`config.mk`:
```
export PLATFORM = sky130hd
export DESIGN_NAME = uart_rx
export DESIGN_NICKNAME = d
export VERILOG_FILES = /design/src/rtl/uart_rx.sv
export SDC_FILE = /design/constraint.sdc
export NUM_CORES = 1
export LEC_CHECK = 0
export ABC_AREA = 0
export BUFFER_PORTS_ARGS = -buffer_cell sky130_fd_sc_hd__buf_2
export CAP_MARGIN = 10
export CORE_ASPECT_RATIO = 0.5
export CORE_MARGIN = 8
export CORE_UTILIZATION = 45
export DETAILED_ROUTE_END_ITERATION = 8
export GPL_TIMING_DRIVEN = 0
export SKIP_CTS_REPAIR_TIMING = 1
export SYNTH_ARGS = -nofsm -noshare
export SYNTH_HDL_FRONTEND = slang
export SYNTH_SLANG_ARGS = --single-unit
export TNS_END_PERCENT = 10
```
`constraint.sdc`:
```
create_clock -name clk -period 2.8 [get_ports clk]
set_clock_uncertainty 0.05 [all_clocks]
set_input_delay 0.56 -clock clk [delete_from_list [all_inputs] [get_ports clk]]
set_output_delay 0.56 -clock clk [all_outputs]
set_load 0.01 [all_outputs]
```
`src/rtl/uart_rx.sv`:
```
// UART receiver: synchronises the rx pin, samples each bit at mid-bit and
// delivers LSB-first bytes over a valid/ready handshake, with frame-error,
// break and overrun reporting.
module uart_rx #(
    parameter int BIT_RATE     = 9600,
    parameter int CLK_HZ       = 50_000_000,
    parameter int PAYLOAD_BITS = 8
) (
    input  logic                    clk,
    input  logic                    reset,
    input  logic                    uart_rxd,
    input  logic                    uart_rx_en,
    input  logic                    uart_rx_ready,
    output logic                    uart_rx_valid,
    output logic [PAYLOAD_BITS-1:0] uart_rx_data,
    output logic                    uart_rx_frame_err,
    output logic                    uart_rx_break,
    output logic                    uart_rx_overrun
);

    localparam int CYCLES_PER_BIT = CLK_HZ / BIT_RATE;
    localparam int HALF_BIT       = CYCLES_PER_BIT / 2;
    localparam int CNT_W          = 1 + $clog2(CYCLES_PER_BIT);
    localparam int BIT_W          = $clog2(PAYLOAD_BITS + 1);

    localparam logic [CNT_W-1:0] CNT_HALF_END = CNT_W'(HALF_BIT - 1);
    localparam logic [CNT_W-1:0] CNT_BIT_END  = CNT_W'(CYCLES_PER_BIT - 1);
    localparam logic [BIT_W-1:0] BIT_LAST     = BIT_W'(PAYLOAD_BITS - 1);

    typedef enum logic [2:0] {
        S_IDLE    = 3'd0,
        S_START   = 3'd1,
        S_DATA    = 3'd2,
        S_STOP    = 3'd3,
        S_WAIT_HI = 3'd4
    } state_t;

    state_t                  r_state;
    state_t                  w_state_nxt;
    logic                    r_rxd_meta;
    logic                    r_rxd_s;
    logic [CNT_W-1:0]        r_cnt;
    logic [CNT_W-1:0]        w_cnt_nxt;
    logic [BIT_W-1:0]        r_bit_cnt;
    logic [BIT_W-1:0]        w_bit_nxt;
    logic [PAYLOAD_BITS-1:0] r_shift;
    logic                    w_shift_en;
    logic                    w_good;
    logic                    w_ferr;
    logic                    w_consume;

    logic                    r_valid;
    logic [PAYLOAD_BITS-1:0] r_data;
    logic                    r_frame_err;
    logic                    r_break;
    logic                    r_overrun;

    assign w_consume = r_valid && uart_rx_ready;

    // Two-flop synchroniser for the asynchronous rx pin; idles high.
    always_ff @(posedge clk or posedge reset) begin
        if (reset) begin
            r_rxd_meta <= 1'b1;
            r_rxd_s    <= 1'b1;
        end else begin
            r_rxd_meta <= uart_rxd;
            r_rxd_s    <= r_rxd_meta;
        end
    end

    // FSM state, bit-period counter and received-bit counter registers.
    always_ff @(posedge clk or posedge reset) begin
        if (reset) begin
            r_state   <= S_IDLE;
            r_cnt     <= '0;
            r_bit_cnt <= '0;
        end else begin
            r_state   <= w_state_nxt;
            r_cnt     <= w_cnt_nxt;
            r_bit_cnt <= w_bit_nxt;
        end
    end

    // Next-state logic: start qualification at half a bit, then one sample per bit period.
    always_comb begin
        w_state_nxt = r_state;
        w_cnt_nxt   = r_cnt + CNT_W'(1);
        w_bit_nxt   = r_bit_cnt;
        w_shift_en  = 1'b0;
        w_good      = 1'b0;
        w_ferr      = 1'b0;
        case (r_state)
            S_IDLE: begin
                w_cnt_nxt = '0;
                w_bit_nxt = '0;
                if (!r_rxd_s && uart_rx_en) begin
                    w_state_nxt = S_START;
                end
            end
            S_START: begin
                if (r_cnt == CNT_HALF_END) begin
                    w_cnt_nxt   = '0;
                    w_state_nxt = r_rxd_s ? S_IDLE : S_DATA;
                end
            end
            S_DATA: begin
                if (r_cnt == CNT_BIT_END) begin
                    w_cnt_nxt  = '0;
                    w_shift_en = 1'b1;
                    w_bit_nxt  = r_bit_cnt + BIT_W'(1);
                    if (r_bit_cnt == BIT_LAST) begin
                        w_state_nxt = S_STOP;
                    end
                end
            end
            S_STOP: begin
                if (r_cnt == CNT_BIT_END) begin
                    w_cnt_nxt = '0;
                    if (r_rxd_s) begin
                        w_good      = 1'b1;
                        w_state_nxt = S_IDLE;
                    end else begin
                        w_ferr      = 1'b1;
                        w_state_nxt = S_WAIT_HI;
                    end
                end
            end
            S_WAIT_HI: begin
                // A held-low line (break) must not look like a fresh start bit.
                w_cnt_nxt = '0;
                if (r_rxd_s) begin
                    w_state_nxt = S_IDLE;
                end
            end
            default: begin
                w_cnt_nxt   = '0;
                w_state_nxt = S_IDLE;
            end
        endcase
        // Disabling the receiver mid-frame silently discards the frame.
        if (r_state != S_IDLE && !uart_rx_en) begin
            w_state_nxt = S_IDLE;
            w_cnt_nxt   = '0;
            w_bit_nxt   = '0;
            w_shift_en  = 1'b0;
            w_good      = 1'b0;
            w_ferr      = 1'b0;
        end
    end

    // Shift register: bits arrive LSB first, so each new bit enters at the MSB.
    always_ff @(posedge clk or posedge reset) begin
        if (reset) begin
            r_shift <= '0;
        end else if (w_shift_en) begin
            r_shift <= {r_rxd_s, r_shift[PAYLOAD_BITS-1:1]};
        end
    end

    // Output handshake, error pulses and sticky overrun flag.
    always_ff @(posedge clk or posedge reset) begin
        if (reset) begin
            r_valid     <= 1'b0;
            r_data      <= '0;
            r_frame_err <= 1'b0;
            r_break     <= 1'b0;
            r_overrun   <= 1'b0;
        end else begin
            r_frame_err <= w_ferr;
            r_break     <= w_ferr && (r_shift == '0);
            if (w_good && (!r_valid || uart_rx_ready)) begin
                r_data  <= r_shift;
                r_valid <= 1'b1;
            end else if (w_consume) begin
                r_valid <= 1'b0;
            end
            if (w_good && r_valid && !uart_rx_ready) begin
                r_overrun <= 1'b1;
            end else if (w_consume) begin
                r_overrun <= 1'b0;
            end
        end
    end

    assign uart_rx_valid     = r_valid;
    assign uart_rx_data      = r_data;
    assign uart_rx_frame_err = r_frame_err;
    assign uart_rx_break     = r_break;
    assign uart_rx_overrun   = r_overrun;

endmodule

```
Word-level counts from Yosys, hierarchy flattened
Index checks and enable logic that the tools add are counted.
{"block": "totals", "regBits": 43, "inputBits": 5, "output_inout_bits": 12, "wordCells": 78}
{"block": "op_classes", "n_addsub": 2, "eq_ne": 13, "mux": 31, "n_reduce_logical": 21}
{"operator": "$mux W14", "n": 3}
{"operator": "$pmux W14 S2", "n": 1}
{"operator": "$mux W3", "n": 8}
{"operator": "$ne A3 B3 Y1 const B", "n": 6}
{"operator": "$pmux W3 S5", "n": 1}
{"operator": "$add A14 B1 Y14 const B", "n": 1}
{"operator": "$eq A14 B12 Y1 const B", "n": 1}
{"operator": "$eq A14 B13 Y1 const B", "n": 1}
{"operator": "$mux W1", "n": 14}
{"operator": "$logic_not A8 Y1", "n": 1}
{"operator": "$mux W4", "n": 2}
{"operator": "$pmux W4 S2", "n": 1}
{"operator": "$logic_and A1 B1 Y1", "n": 7}
{"operator": "$eq A3 B2 Y1 const B", "n": 2}
{"operator": "$reduce_and A6 Y1", "n": 1}
{"operator": "$reduce_bool A3 Y1", "n": 2}
{"operator": "$add A4 B1 Y4 const B", "n": 1}
{"operator": "$eq A4 B3 Y1 const B", "n": 1}
{"operator": "$logic_not A1 Y1", "n": 4}
{"operator": "$reduce_bool A2 Y1", "n": 2}
{"operator": "$eq A3 B1 Y1 const B", "n": 1}
{"operator": "$eq A3 B3 Y1 const B", "n": 1}
{"operator": "$logic_not A3 Y1", "n": 1}
{"operator": "$mux W2", "n": 1}
{"operator": "3 further kinds", "n": 3}

Longest topological paths before layout
Gate-level depths: netlist of the first run.
{"block": "depth", "depth_word": 7, "depth_mapped": 7, "ltp_nobuf": 6}

Least setup slack after synthesis of the first run
No wires, ideal clock.
{"block": "synth_timing", "kind": "flip-flop to flip-flop", "startpoint": "reg r_cnt[0]", "endpoint": "reg r_data[0] (netlist: uart_rx_data[0])", "setup_ns": 0.125, "t_arrival_ns": 1.823, "t_required_ns": 2.625, "slack_ns": 0.802, "stages_incl_launch_ff": 7, "n_path_buf": 1, "period_less_slack_ns": 1.998, "cell_sequence": "dfrtp_1 ha_1 nor4b_4 nand4_2 or3b_1 buf_6 mux2_4"}
{"block": "synth_between", "elab_chain_len": 5}
{"item": "from (decl)", "line_no": "42", "source": "logic [CNT_W-1:0] r_cnt;"}
{"item": "from (signal assigned)", "line_no": "79", "source": "r_cnt <= w_cnt_nxt;"}
{"item": "$eq A14 B13 Y1", "line_no": "117", "source": "if (r_cnt == CNT_BIT_END) begin"}
{"item": "$mux W1", "line_no": "117"}
{"item": "$mux W1", "line_no": "92", "source": "case (r_state)"}
{"item": "$mux W1", "line_no": "141", "source": "if (r_state != S_IDLE && !uart_rx_en) begin"}
{"item": "$logic_and A1 B1 Y1", "line_no": "171", "source": "if (w_good && (!r_valid || uart_rx_ready)) begin"}
{"item": "to (signal assigned)", "line_no": "172", "source": "r_data <= r_shift;"}
{"item": "to (decl)", "line_no": "53", "source": "logic [PAYLOAD_BITS-1:0] r_data;"}
No other way between the ends.
A chain may end at the register's enable or synchronous reset.

Final worst setup path of the first run
{"block": "layout_timing", "startpoint": "reg r_cnt[0]", "endpoint": "reg r_data[3] (netlist: uart_rx_data[3])"}
The elaborated chain is that of the path after synthesis.

==> results of run 1 <==
-- layer usage --
metal,vias up,GRT usage (%),part of all wire (%)
met5,-,0,0
met4,0,3.01,1.0
met3,2,4.53,4.7
met2,18,17.6,47
met1,646,11.3,47
li1,662,-,-
-- logic make-up (layout without fill, tap and decap cells) --
logic type      count (synthesis)  count (layout)  synth area share (%)
fa+ha+maj                       2               2                  1.24
flops                          43              43                  53.2
buf+inv                        12              35                  2.66
mux                            17              17                  10.9
compound gates                 17              17                  5.68
simple gates                   70              70                  20.2
xor+xnor                       14              14                  6.05
-- final timing paths --
path                                 start              end  slack (ps)  depth (start not counted)
worst max-delay path              r_cnt[0]  uart_rx_data[3]         590                          6
worst min-delay path            r_rxd_meta          r_rxd_s         310                          0
worst max register to register    r_cnt[0]  uart_rx_data[3]         590                          6
worst min register to register  r_rxd_meta          r_rxd_s         310                          0
max in group asynchronous            reset       r_shift[2]        1740                          2
min in group asynchronous            reset     r_bit_cnt[1]         410                          2
-- registers in the layout, indices dropped and copies added, names as in the netlist --
| name | flops |
|---|---|
| r_bit_cnt | 4 |
| r_cnt | 14 |
| r_rxd_meta | 1 |
| r_rxd_s | 1 |
| r_shift | 8 |
| r_state | 3 |
| uart_rx_break | 1 |
| uart_rx_data | 8 |
| uart_rx_frame_err | 1 |
| uart_rx_overrun | 1 |
| uart_rx_valid | 1 |
-- final cells by class --
class                      count  area share, %
tap                           57           3.13
sequential                    43           47.3
multi-input combinational    120           39.2
inverter                       5          0.823
clock inverter                 1           1.32
buffer                         7           1.54
clock buffer                   6           3.18
timing repair buffer          16           3.51
-- metrics by stage --
stage	hold WS, ps	setup WS [ps]	util [%]	area, um^2
5_1_grt	305	410	52.3	2280
6_report	307	586	52.3	2280
3_5_place_dp	298	584	49.9	2180
2_1_floorplan	295	802	-	2030
3_3_place_gp	296	620	49.9	2180
4_1_cts	308	576	52.3	2280
-- power groups by stage --
stage	Clock [W]	Combinational (W)	Sequential (W)
after floorplan	0	0.000230	0.000676
after global placement	0	0.000284	0.000679
after detailed placement	0	0.000289	0.000681
after CTS	0.000464	0.000291	0.000668
after global routing	0.000489	0.000328	0.000672
final	0.000448	0.000284	0.000669
-- Yosys cell counts, types with 2 or more instances --
master,number,area (um^2)
dfrtp_1,41,1030
nor2_1,20,75.1
xor2_1,10,87.6
mux2_2,9,101
nand3_1,9,45.0
mux2_4,8,120
nand2_1,8,30.0
inv_1,5,18.8
o21ai_0,5,25.0
and3_1,4,25.0
clkbuf_1,4,15.0
nand4_1,4,25.0
xnor2_1,4,35.0
a21oi_1,3,15.0
nor2b_1,3,18.8
nor3_1,3,15.0
and3b_1,2,17.5
dfstp_2,2,52.6
ha_1,2,25.0
nand3b_1,2,15.0
nor3b_1,2,15.0
nor4_1,2,12.5
==> flow_metrics.py, run 1 <==
metrics = {
    "synth": {
        "synth_edf_count": 0,
        "ys_ff_latch": 43,
        "synth.distinct_cells": 45,
        "syn_nets": 182,
        "avgSynthCellArea_um2": 11.6,
        "ys_seq_area_share_pct": 53.2,
        "synth_ff_type": "dfrtp_1",
        "synth_warnings": 0,
        "synth_area_mm2": 0.00203,
        "synth_cells": 175,
        "synthArstFlopShare_pct": 100,
    },
    "critical_path": {
        "required_ps": 2910,
        "path_cells": "ha_1 > nor4b_4 > nand4_2 > or3b_1 > buf_6 > mux2_4",
        "critPathMaxFanout": 8,
        "criticalPathCategory": "reg2reg",
        "end_kind": "register",
        "worst_ep_arrival_time_ps": 2330,
        "slowest_stage": "or3b_1",
        "critPathMaxStageDelay_ps": 430,
        "path_delay_family": "simple AND/OR/NAND/NOR gates",
        "worstPathBufferInverterCount": 1,
        "critPathLaunchType": "register",
    },
    "detailed_routing": {
        "drcViolationCount": 0,
        "drt-wirelength-per-cell_um": 13.6,
        "vias": 1328,
        "firstDrtPassIters": 4,
        "viasPerCell": 5.21,
        "drtIter0Drc": 22,
        "wirelength_um": 3460,
        "ant_nets": 0,
    },
    "flow_run": {
        "drv_cap": 0,
    },
    "grt": {
        "grt_start_max_net_pins": 44,
        "overflow": 0,
        "grt_usage_pct": 10.2,
        "first_global_vias": 1288,
        "antenna_found_initial": 0,
        "grt_pass1_wl_um": 5960,
    },
    "layout": {
        "nFillCells": 384,
        "antenna_cells": 0,
        "layout_commonest_cell": "dfrtp_1",
        "regArea_mm2": 0.00108,
        "area_growth_pct": 12.5,
        "final_cells": 255,
        "multi_input_area_um2": 893,
        "drive_above_1_share_pct": 24.7,
        "nets": 205,
        "final_cell_mix": "dfrtp_1, nor2_1, buf_2, xor2_1",
    },
    "timing": {
        "fin_crit_sh_pct": 79.1,
        "rsz0062_at_grt": "false",
        "worstMarginPinSlew_ps": 874,
        "tns_ps": 0,
        "clock.fmax_ghz": 0.452,
        "hold_viol": 0,
        "relSlewSlack_pct": 41.7,
        "setup_viol": 0,
        "layout_min_cycle_time_ps": 2210,
        "drv_slew": 0,
    },
    "min_path": {
        "hold_class": "reg2reg",
    },
    "clocking": {
        "cts.path.max_buffers": 2,
        "cts_tree": "yes",
        "cts_buffers": 5,
        "cts.clk_slew.worst_paths_ps": 70,
        "root_buffer": "clkbuf_8",
        "cts.sinks": 43,
        "cts_max_level": 2,
        "insertion_delay_ps": 280,
    },
    "floorplan": {
        "io_pins": 17,
        "fp.dieH_um": 63.4,
        "die_width_um": 111,
        "rows": 17,
        "core-area_mm2": 0.00436,
        "die_area_mm2": 0.00703,
        "initial_core_util_pct": 46.5,
    },
    "power_and_ir_drop": {
        "p_comb_share_pct": 20.3,
        "finalPower_w": 0.00140,
        "leakage_nw": 1.13,
        "clockPowerShare_pct": 32.0,
        "internal_power_w": 0.00102,
        "switching_share_pct": 27.5,
        "ir_drop_mv": 0.213,
        "p_seq_share_pct": 47.7,
        "cellPowerDensity_mw_per_mm2": 615,
        "p_switching_w": 0.000386,
    },
    "outcome": {
        "status": "complete, no violations",
    },
    "placement": {
        "port_buffers": 16,
        "routabilityCongestion": 0.773,
        "dp_cells": 248,
        "dp_hpwl_um": 2510,
    },
}
(Power assumes the default switching activity.)
==> run 2: changes to the inputs <==
--- a/config.mk
+++ b/config.mk
@@ -13,6 +13,7 @@
 export CORE_UTILIZATION = 45
 export DETAILED_ROUTE_END_ITERATION = 8
 export GPL_TIMING_DRIVEN = 0
+export PLACE_DENSITY = 0.65
 export SKIP_CTS_REPAIR_TIMING = 1
 export SYNTH_ARGS = -nofsm -noshare
 export SYNTH_HDL_FRONTEND = slang
==> constraint.sdc (replaced) <==
create_clock -name clk -period 1.78 [get_ports clk]
set_clock_uncertainty 0.05 [all_clocks]
set_input_delay 0.356 -clock clk [delete_from_list [all_inputs] [get_ports clk]]
set_output_delay 0.356 -clock clk [all_outputs]
set_load 0.01 [all_outputs]
==> flow_metrics.py, run 2 (synthesis gave the netlist of run 1 again) <==
metrics = {
    "outcome": {
        "status": "complete, but fails checks",
        "violations": "setup timing",
    },
    "layout": {
        "drive_above_1_share_pct": 30.4,
        "nFillCells": 364,
        "final_util_pct": 54.6,
        "largest_reg_flops": 14,
        "area_growth_pct": 17.6,
        "final_cells": 264,
        "largest-register": "r_cnt",
        "final_cell_mix": "dfrtp_1, nor2_1, buf_2, xor2_1",
        "nets": 213,
        "antenna_cells": 0,
        "layout_commonest_cell": "dfrtp_1",
    },
    "grt": {
        "first_global_vias": 1312,
        "antenna_found_initial": 0,
        "overflow": 0,
        "grt_pass1_wl_um": 6030,
        "grt_usage_pct": 10.5,
        "grt_start_max_net_pins": 44,
    },
    "placement": {
        "routabilityCongestion": 0.805,
        "dp_cells": 248,
        "dp_hpwl_um": 2400,
        "port_buffers": 16,
    },
    "clocking": {
        "insertion_delay_ps": 290,
        "cts_max_level": 2,
        "cts.path.max_buffers": 2,
        "cts_tree": "yes",
        "root_buffer": "clkbuf_8",
        "cts.clk_slew.worst_paths_ps": 80,
        "cts.sinks": 43,
        "cts_buffers": 5,
    },
    "detailed_routing": {
        "viasPerCell": 5.11,
        "drcViolationCount": 0,
        "drt-wirelength-per-cell_um": 13.5,
        "firstDrtPassIters": 4,
        "wirelength_um": 3580,
        "ant_nets": 0,
        "vias": 1349,
        "drtIter0Drc": 22,
    },
    "floorplan": {
        "io_pins": 17,
        "die_width_um": 111,
        "die_area_mm2": 0.00703,
        "fp.dieH_um": 63.4,
        "core-area_mm2": 0.00436,
        "rows": 17,
        "initial_core_util_pct": 46.5,
    },
    "power_and_ir_drop": {
        "ir_drop_mv": 0.336,
        "leakage_nw": 1.19,
        "finalPower_w": 0.00241,
        "cellPowerDensity_mw_per_mm2": 1010,
    },
    "timing": {
        "clock.fmax_ghz": 0.475,
        "drv_slew": 0,
        "setup_slack_ps": -327,
        "worstMarginPinSlew_ps": 858,
        "tns_ps": -7250,
        "relSlewSlack_pct": 42.7,
        "layout_min_cycle_time_ps": 2110,
        "hold_viol": 0,
        "fin_crit_sh_pct": 118,
        "rsz0062_at_grt": "true",
        "setup_viol": 36,
    },
    "critical_path": {
        "critPathMaxStageDelay_ps": 400,
        "path_cells": "ha_2 > nor4b_4 > nand4_4 > or3b_1 > buf_6 > mux2_4",
        "criticalPathCategory": "reg2reg",
        "path_delay_family": "simple AND/OR/NAND/NOR gates",
        "critPathLaunchType": "register",
        "critPathMaxFanout": 8,
        "required_ps": 1910,
        "worstPathBufferInverterCount": 1,
        "slowest_stage": "or3b_1",
        "end_kind": "register",
        "worst_ep_arrival_time_ps": 2240,
    },
    "flow_run": {
        "drv_cap": 0,
    },
    "min_path": {
        "hold_class": "in2reg",
    },
}
## run 2: cell type report
cell class                 count  area [um^2]  share of cell area, %
multi-input combinational    120          916                   38.4
inverter                       5         18.8                  0.788
clock buffer                   5         68.8                   2.89
sequential                    43         1080                   45.3
tap                           57         71.3                   2.99
buffer                         7         45.0                   1.89
clock inverter                 3         43.8                   1.84
timing repair buffer          24          140                   5.88
## run 2: path summary, 6_finish.rpt
| path | start | depth (start not counted) | to | slack (ps) |
|---|---|---|---|---|
| setup / recovery | r_cnt[0] | 6 | uart_rx_data[3] | -330 |
| hold / removal | uart_rxd | 1 | r_rxd_meta | 110 |
| setup reg to reg | r_cnt[0] | 6 | uart_rx_data[3] | -330 |
| hold reg to reg | r_rxd_meta | 0 | r_rxd_s | 310 |
| max in group asynchronous | reset | 2 | r_cnt[4] | 960 |
| min in group asynchronous | reset | 2 | r_bit_cnt[1] | 180 |
## run 2: where the power goes
group | leakage [nW] | total [W] | switching, W | internal (W)
Sequential | 0.590 | 0.00105 | 0.0000276 | 0.00102
Combinational | 0.540 | 0.000612 | 0.000328 | 0.000284
Clock | 0.0581 | 0.000751 | 0.000333 | 0.000418
Total | 1.19 | 0.00241 | 0.000689 | 0.00172
## run 2: metrics by stage
stage	hold slack, ps	setup WS [ps]	instance area (um^2)
after global routing	83.7	-391	2380
final	107	-327	2380
after global placement	296	-358	2180
after CTS	97.2	-395	2290
after detailed placement	298	-379	2180
after floorplan	295	-180	2030
## run 2: metal layers
layer | global-route usage (%) | vias up | routed length [um]
met5 | 0 | - | 0
met4 | 6.01 | 0 | 51
met3 | 4.15 | 4 | 174
met2 | 15.9 | 17 | 1680
met1 | 12.5 | 654 | 1670
li1 | - | 674 | -
==> run 3: changes to the inputs <==
--- a/config.mk
+++ b/config.mk
@@ -14,6 +14,7 @@
 export DETAILED_ROUTE_END_ITERATION = 8
 export GPL_TIMING_DRIVEN = 0
 export PLACE_DENSITY = 0.65
+export REMOVE_ABC_BUFFERS = 1
 export SKIP_CTS_REPAIR_TIMING = 1
 export SYNTH_ARGS = -nofsm -noshare
 export SYNTH_HDL_FRONTEND = slang
==> flow_metrics.py, run 3 (synthesis gave the netlist of run 1 again) <==
metrics = {
    "floorplan": {
        "initial_core_util_pct": 46.5,
        "core-area_mm2": 0.00436,
        "rows": 17,
        "fp.dieH_um": 63.4,
        "die_width_um": 111,
        "die_area_mm2": 0.00703,
        "io_pins": 17,
    },
    "clocking": {
        "cts_tree": "yes",
        "cts.sinks": 43,
        "root_buffer": "clkbuf_8",
        "cts_max_level": 2,
        "cts_buffers": 5,
        "cts.clk_slew.worst_paths_ps": 80,
        "insertion_delay_ps": 300,
        "cts.path.max_buffers": 2,
    },
    "grt": {
        "overflow": 0,
        "use_met3_pct": 4.06,
        "grt_start_max_net_pins": 44,
        "grt_usage_pct": 10.5,
        "first_global_vias": 1386,
        "grt_pass1_wl_um": 6180,
        "top_usage_layer": "met2",
        "use_met2_pct": 17.1,
        "antenna_found_initial": 0,
        "met1_usage_pct": 11.8,
    },
    "detailed_routing": {
        "drt-wirelength-per-cell_um": 13.8,
        "firstDrtPassIters": 4,
        "wirelength_um": 3480,
        "viasPerCell": 5.32,
        "drcViolationCount": 0,
        "vias": 1341,
        "drtIter0Drc": 40,
        "ant_nets": 0,
    },
    "critical_path": {
        "required_ps": 1910,
        "worst_ep_arrival_time_ps": 2210,
        "end_kind": "register",
        "r2r_setup_slack_ps": -290,
        "critPathLaunchType": "register",
        "criticalPathCategory": "reg2reg",
        "timing.rr.end": "uart_rx_data[1]",
        "r2r_start": "r_cnt[0]",
        "worstRegToRegCells": 5,
        "critPathMaxFanout": 8,
    },
    "flow_run": {
        "drv_cap": 0,
    },
    "timing": {
        "timing.hold.ws_ps": 107,
        "setup_slack_ps": -292,
        "layout_min_cycle_time_ps": 2070,
        "drv_slew": 0,
        "clock.fmax_ghz": 0.483,
        "worstMarginPinSlew_ps": 869,
        "hold_viol": 0,
        "relSlewSlack_pct": 42.0,
        "fin_crit_sh_pct": 116,
        "setup_viol": 21,
        "rsz0062_at_grt": "true",
    },
    "layout": {
        "multi_input_area_um2": 930,
        "nets": 201,
        "area_growth_pct": 14.2,
        "layout_commonest_cell": "dfrtp_1",
        "final_cell_mix": "dfrtp_1, nor2_1, buf_2, xor2_1",
        "final_util_pct": 53.1,
        "largest_reg_flops": 14,
        "regArea_mm2": 0.00108,
        "antenna_cells": 0,
        "largest-register": "r_cnt",
        "drive_above_1_share_pct": 28.7,
        "nFillCells": 374,
    },
    "placement": {
        "dp_hpwl_um": 2330,
        "port_buffers": 16,
        "routabilityCongestion": 0.750,
        "pre_cts_slack_ps": -546,
    },
    "min_path": {
        "hold_depth": 1,
        "hold_end": "r_rxd_meta",
        "hold_class": "in2reg",
        "hold_start": "uart_rxd",
    },
    "outcome": {
        "violations": "setup timing",
        "status": "complete, but fails checks",
    },
    "power_and_ir_drop": {
        "cellPowerDensity_mw_per_mm2": 993,
        "leakage_nw": 1.15,
        "ir_drop_mv": 0.467,
    },
}
==> run 3: worst max-delay path by stage <==
stage                     cells past startpoint     start         endpoint
final                                         5  r_cnt[0]  uart_rx_data[1]
after global routing                          5  r_cnt[0]  uart_rx_data[1]
after CTS                                     5  r_cnt[0]  uart_rx_data[4]
after detailed placement                      5  r_cnt[0]  uart_rx_data[3]
after global placement                        5  r_cnt[0]  uart_rx_data[3]
after floorplan                               5  r_cnt[0]  uart_rx_data[0]
==> run 3: power by group <==
part | internal [W] | leakage (nW) | switching [W]
Combinational | 0.000190 | 0.497 | 0.000249
Sequential | 0.00102 | 0.590 | 0.0000809
Clock | 0.000418 | 0.0581 | 0.000336
Total | 0.00163 | 1.15 | 0.000666
==> run 3: cell type report <==
class / instances / share of cell area [%]
clock buffer: 5 / 2.97
sequential: 43 / 46.6
multi-input combinational: 120 / 40.2
timing repair buffer: 19 / 4.43
clock inverter: 3 / 1.89
tap: 57 / 3.08
inverter: 5 / 0.811
==> run 3: stage by stage <==
step | setup TNS (ps) | area (um^2) | instances | power, W
global route | -7700 | 2310 | 252 | 0.00243
floorplan | -3040 | 1990 | 168 | 0.00140
detailed placement | -10420 | 2140 | 241 | 0.00149
finish | -4430 | 2310 | 252 | 0.00230
CTS | -10780 | 2250 | 249 | 0.00226
global placement | -16710 | 2140 | 241 | 0.00149
==> run 3: layer usage <==
layer,vias up,share of wire [%],wire (um)
met3,7,4.9,169
met4,0,1.8,64
met5,-,0,0
li1,650,-,-
met1,664,46,1590
met2,20,48,1660
==> run 3: critical path: stages (launching register included) <==
cell and delay (ps):
dfrtp_1 430, ha_4 160, nor4b_4 310, nand4_4 190
or3b_4 510, mux2_4 320
